===== config.mk =====
export PLATFORM = sky130hd
export DESIGN_NAME = event_multiplier
export DESIGN_NICKNAME = d
export VERILOG_FILES = /design/src/rtl/event_multiplier.sv
export SDC_FILE = /design/constraint.sdc
export NUM_CORES = 1
export LEC_CHECK = 0
export CAP_MARGIN = 20
export CORE_AREA = 2 2 39 41
export CTS_CLUSTER_SIZE = 12
export DETAILED_ROUTE_END_ITERATION = 10
export DIE_AREA = 0 0 41 43
export GPL_TIMING_DRIVEN = 0
export SKIP_CTS_REPAIR_TIMING = 1
export SLEW_MARGIN = 20
export SYNTH_ARGS = -nofsm -noshare
export SYNTH_HDL_FRONTEND = slang
export SYNTH_SLANG_ARGS = --single-unit

===== constraint.sdc =====
create_clock -name i_clk -period 1.3 [get_ports i_clk]
set_input_delay 0.13 -clock i_clk [delete_from_list [all_inputs] [get_ports i_clk]]
set_output_delay 0.13 -clock i_clk [all_outputs]
set_load 0.05 [all_outputs]

===== src/rtl/event_multiplier.sv =====
// Purpose : re-expands each rising edge on i_in into a burst of N clean pulses on o_out.
// Latency : i_in first sampled high at edge t gives o_out high after edge t+2.
// Backpressure: edges during a burst queue up to PEND_MAX deep; excess edges are dropped with a one-cycle o_overflow.
//
// Ports:
//   i_clk      - single clock, all state updates on its rising edge
//   i_rst      - synchronous active-high reset
//   i_in       - asynchronous event input, a rising edge is one event
//   o_out      - registered pulse-burst output (high while the FSM is in HIGH)
//   o_busy     - high while a burst is running or events are queued
//   o_overflow - one-cycle pulse when an event is dropped
module event_multiplier #(
    parameter int N        = 2,
    parameter int PULSE_W  = 1,
    parameter int GAP_W    = 1,
    parameter int PEND_MAX = 3
) (
    input  logic i_clk,
    input  logic i_rst,
    input  logic i_in,
    output logic o_out,
    output logic o_busy,
    output logic o_overflow
);

    localparam int CW       = (N > 1) ? $clog2(N) : 1;
    localparam int PH_RANGE = (PULSE_W > GAP_W) ? PULSE_W : GAP_W;
    localparam int PHW      = (PH_RANGE > 1) ? $clog2(PH_RANGE) : 1;
    localparam int PNW      = (PEND_MAX > 0) ? $clog2(PEND_MAX + 1) : 1;

    localparam logic [CW-1:0]  CNT_LAST = CW'(N - 1);
    localparam logic [PHW-1:0] HI_LAST  = PHW'(PULSE_W - 1);
    localparam logic [PHW-1:0] LO_LAST  = PHW'(GAP_W - 1);
    localparam logic [PNW-1:0] PEND_TOP = PNW'(PEND_MAX);

    typedef enum logic [1:0] {
        IDLE = 2'd0,
        HIGH = 2'd1,
        LOW  = 2'd2
    } state_t;

    logic           r_in_s1;
    logic           r_in_s2;
    logic           r_evt;
    state_t         r_state;
    logic [CW-1:0]  r_pulse_cnt;
    logic [PHW-1:0] r_phase;
    logic [PNW-1:0] r_pend;
    logic           r_out;
    logic           r_overflow;

    logic w_edge;
    logic w_burst_done;
    logic w_queue_evt;
    logic w_room;

    // Synchroniser keeps loading during reset so a level already high
    // when reset releases is not mistaken for a fresh edge.
    always_ff @(posedge i_clk) begin
        r_in_s1 <= i_in;
        r_in_s2 <= r_in_s1;
    end

    assign w_edge = r_in_s1 & ~r_in_s2;

    // Last gap cycle of the last pulse: the only cycle where an event can
    // start the next burst directly instead of going through the queue.
    assign w_burst_done = (r_state == LOW) && (r_phase == LO_LAST) &&
                          (r_pulse_cnt == CNT_LAST);

    assign w_queue_evt = r_evt && (r_state != IDLE) && !w_burst_done;

    // Pending never exceeds PEND_MAX, so inequality means there is room;
    // with PEND_MAX=0 pending stays 0 and there is never room.
    assign w_room = (r_pend != PEND_TOP);

    always_ff @(posedge i_clk) begin
        if (i_rst) begin
            r_evt       <= 1'b0;
            r_state     <= IDLE;
            r_pulse_cnt <= '0;
            r_phase     <= '0;
            r_pend      <= '0;
            r_out       <= 1'b0;
            r_overflow  <= 1'b0;
        end else begin
            // Registered edge strobe: together with the two synchroniser
            // flops this sets the two-clock input-to-output latency.
            r_evt      <= w_edge;
            r_overflow <= 1'b0;

            case (r_state)
                IDLE: begin
                    if (r_evt) begin
                        r_state     <= HIGH;
                        r_out       <= 1'b1;
                        r_pulse_cnt <= '0;
                        r_phase     <= '0;
                    end
                end

                HIGH: begin
                    if (r_phase == HI_LAST) begin
                        r_state <= LOW;
                        r_out   <= 1'b0;
                        r_phase <= '0;
                    end else begin
                        r_phase <= r_phase + 1'b1;
                    end
                end

                LOW: begin
                    if (r_phase != LO_LAST) begin
                        r_phase <= r_phase + 1'b1;
                    end else if (r_pulse_cnt != CNT_LAST) begin
                        r_pulse_cnt <= r_pulse_cnt + 1'b1;
                        r_state     <= HIGH;
                        r_out       <= 1'b1;
                        r_phase     <= '0;
                    end else if (r_pend != '0) begin
                        // A new event in this cycle replaces the one consumed,
                        // so pending only drops when no event arrives.
                        r_state     <= HIGH;
                        r_out       <= 1'b1;
                        r_pulse_cnt <= '0;
                        r_phase     <= '0;
                        if (!r_evt) begin
                            r_pend <= r_pend - 1'b1;
                        end
                    end else if (r_evt) begin
                        r_state     <= HIGH;
                        r_out       <= 1'b1;
                        r_pulse_cnt <= '0;
                        r_phase     <= '0;
                    end else begin
                        r_state <= IDLE;
                    end
                end

                default: begin
                    r_state <= IDLE;
                    r_out   <= 1'b0;
                end
            endcase

            // Exclusive with the decrement above (that path is burst-done only).
            if (w_queue_evt) begin
                if (w_room) begin
                    r_pend <= r_pend + 1'b1;
                end else begin
                    r_overflow <= 1'b1;
                end
            end
        end
    end

    assign o_out      = r_out;
    assign o_busy     = (r_state != IDLE) || (r_pend != '0);
    assign o_overflow = r_overflow;

endmodule


==> results.cfg <==
[timing]
tns_ps = 0
skew_ps = 6.52
tightest_slew_ps = 500
min_period_over_period = 0.959
setup_viol = 0
finalMaxSlewViolations = 0
fin_hold_ws_ps = 244
fmax_mhz = 802
maxSlewHeadroom = 0.666
rsz0062_at_grt = false
hold_viol_final = 0
min_period_ps = 1250
timing.final.ws_setup_ps = 53.5

[status]
outcome = finished, final reports clean

[global_route]
first_global_vias = 320
grt_overflow = 0
grt_max_degree = 9
antenna_found_initial = 0
grt_usage = 0.107
grt_pass1_wl_mm = 1.25

[cts]
clockBufferDepth = 2
clk_pin_slew_worst_paths_ps = 70
cts_max_level = 1
insertion_delay_ps = 260
cts_tree = done
cts.sinks = 10
cts_buffers = 3
cts_root_buf = clkbuf_4

[routing]
wl_per_cell_um = 10.8
drt_iter0_markers = 5
firstDrtPassIters = 5
via_count = 340
routed_via_density = 4.79
ant_nets = 0
wl_um = 765
drc = 0

[synth]
ys_ff_latch = 10
yosysWarnings = 0
yosysSeqAreaShare = 0.469
syn_area_per_cell_sq_um = 9.08
syn_inst = 47
syn-cell-area_sq_um = 427
syn_nets = 53
ys_types = 20

[cells_and_area]
final_common_cell = dfxtp_1
final_cell_mix = dfxtp_1, nor3_1, a21oi_1
fillCellCount = 144
fin_nets = 62
multiInputGateArea_sq_um = 228
seq_area_sq_um = 201
synthToLayoutAreaGrowth_pct = 29.0
drive_gt1_frac = 0.236
post-route-util = 0.398
num_antenna_cells = 0

[die]
fp.dieH_um = 43
ios = 6
initial_utilization = 0.308
die_w_um = 41
dieArea_sq_um = 1760
core_sq_um = 1380
rows = 14

[power_and_ir_drop]
power_leakage_nw = 0.238
swShare = 0.225
pwr-share-seq = 0.499
power.switching_mw = 0.147
power_frac_clock = 0.424
power.internal_mw = 0.507
ir_drop_v = 0.000621
combinationalPowerShare = 0.077
p_per_area_nw_per_um2 = 1190

[place]
port_buffers = 4
hpwl_um = 501
gp_congestion = 0.778
place_ws_ps = -327

[critical_path]
r2r-end = r_pend[0]
worst-r2r-cell-count = 6
path_max_fanout = 3
crit_end = o_busy
rrSetupSlack_ps = 90
crit_path_end_kind = output pin
cp.required_ps = 1170
startpoint_type = flip-flop
cp_data_arrival_time_ps = 1120
critPathKind = reg -> out

[hold_path]
hp-class = in -> reg

[job]
maxCapViolations = 0
==> critical path, stage by stage (launching register included) <==
cell and delay (ps):
dfxtp_1 350, inv_1 90, ha_4 180, nand2_1 70, buf_6 150
==> through the flow <==
stage | total power, mW | std cells | instance area (sq um)
2_1_floorplan | 0.364 | 47 | 427
3_3_place_gp | 0.380 | 67 | 487
3_5_place_dp | 0.380 | 67 | 487
4_1_cts | 0.665 | 71 | 523
5_1_grt | 0.683 | 71 | 551
6_report | 0.653 | 71 | 551
==> cell usage after synthesis <==
| cell type | instances | share of area |
|---|---|---|
| a211oi_1 | 1 | 0.018 |
| nor2b_2 | 1 | 0.021 |
| o211ai_1 | 1 | 0.018 |
| nor3b_1 | 3 | 0.053 |
| a31o_2 | 1 | 0.021 |
| nor3_1 | 4 | 0.047 |
| and2b_2 | 1 | 0.021 |
| nand2b_1 | 1 | 0.015 |
| nand2_1 | 3 | 0.026 |
| nand3_1 | 2 | 0.023 |
| a21oi_1 | 4 | 0.047 |
| dfxtp_1 | 10 | 0.47 |
| inv_1 | 4 | 0.035 |
| nor2_1 | 3 | 0.026 |
| and3_1 | 1 | 0.015 |
| clkbuf_1 | 1 | 0.0088 |
| nand4_1 | 1 | 0.015 |
| nor3_2 | 1 | 0.023 |
| ha_1 | 3 | 0.088 |
| o21ai_0 | 1 | 0.012 |
==> worst min-delay path by stage <==
stage | startpoint | endpoint | slack (ps) | depth (start not counted)
detailed placement | r_in_s1 | r_in_s2 | 330 | 0
finish | i_rst | flip-flop | 240 | 2
CTS | i_rst | flip-flop | 240 | 2
floorplan | i_in | r_in_s1 | 160 | 0
global placement | r_in_s1 | r_in_s2 | 330 | 0
global route | i_rst | flip-flop | 280 | 2
==> sequential cells by signal, summed over array words and instances (netlist names), named ones only <==
| name | cells |
|---|---|
| r_pend | 1 |
| r_in_s1 | 1 |
| r_in_s2 | 1 |
| r_state | 2 |
| o_out | 1 |
| r_evt | 1 |
| o_overflow | 1 |
| r_pulse_cnt | 1 |
==> cells by family after synthesis <==
kind of cell	count (synthesis)	synth area share
compound gates	8	0.114
fa+ha+maj	3	0.0880
flops	10	0.469
buf+inv	5	0.0440
simple gates	21	0.284
==> power by group through the flow <==
stage | combinational (mW) | clock, mW | sequential [mW]
5_1_grt | 0.0537 | 0.301 | 0.328
3_5_place_dp | 0.0480 | 0 | 0.332
4_1_cts | 0.0484 | 0.291 | 0.325
3_3_place_gp | 0.0480 | 0 | 0.332
2_1_floorplan | 0.0262 | 0 | 0.338
6_report | 0.0502 | 0.277 | 0.326
==> routing by layer <==
metal / up-vias / global-route usage / share of wire
met1: 152 / 0.152 / 0.46
met3: 0 / 0.0157 / 0.041
met5: - / 0 / 0
met2: 7 / 0.131 / 0.49
li1: 181 / - / -
met4: 0 / 0.100 / 0
==> area by class of cell <==
cell class,count,share of cell area
Sequential cell,10,0.366
Clock buffer,4,0.0659
Buffer,1,0.00682
Tap cell,16,0.0364
Multi-Input combinational cell,32,0.414
Inverter,4,0.0273
Timing Repair Buffer,4,0.0841
Power figures use the tool's default switching activity.
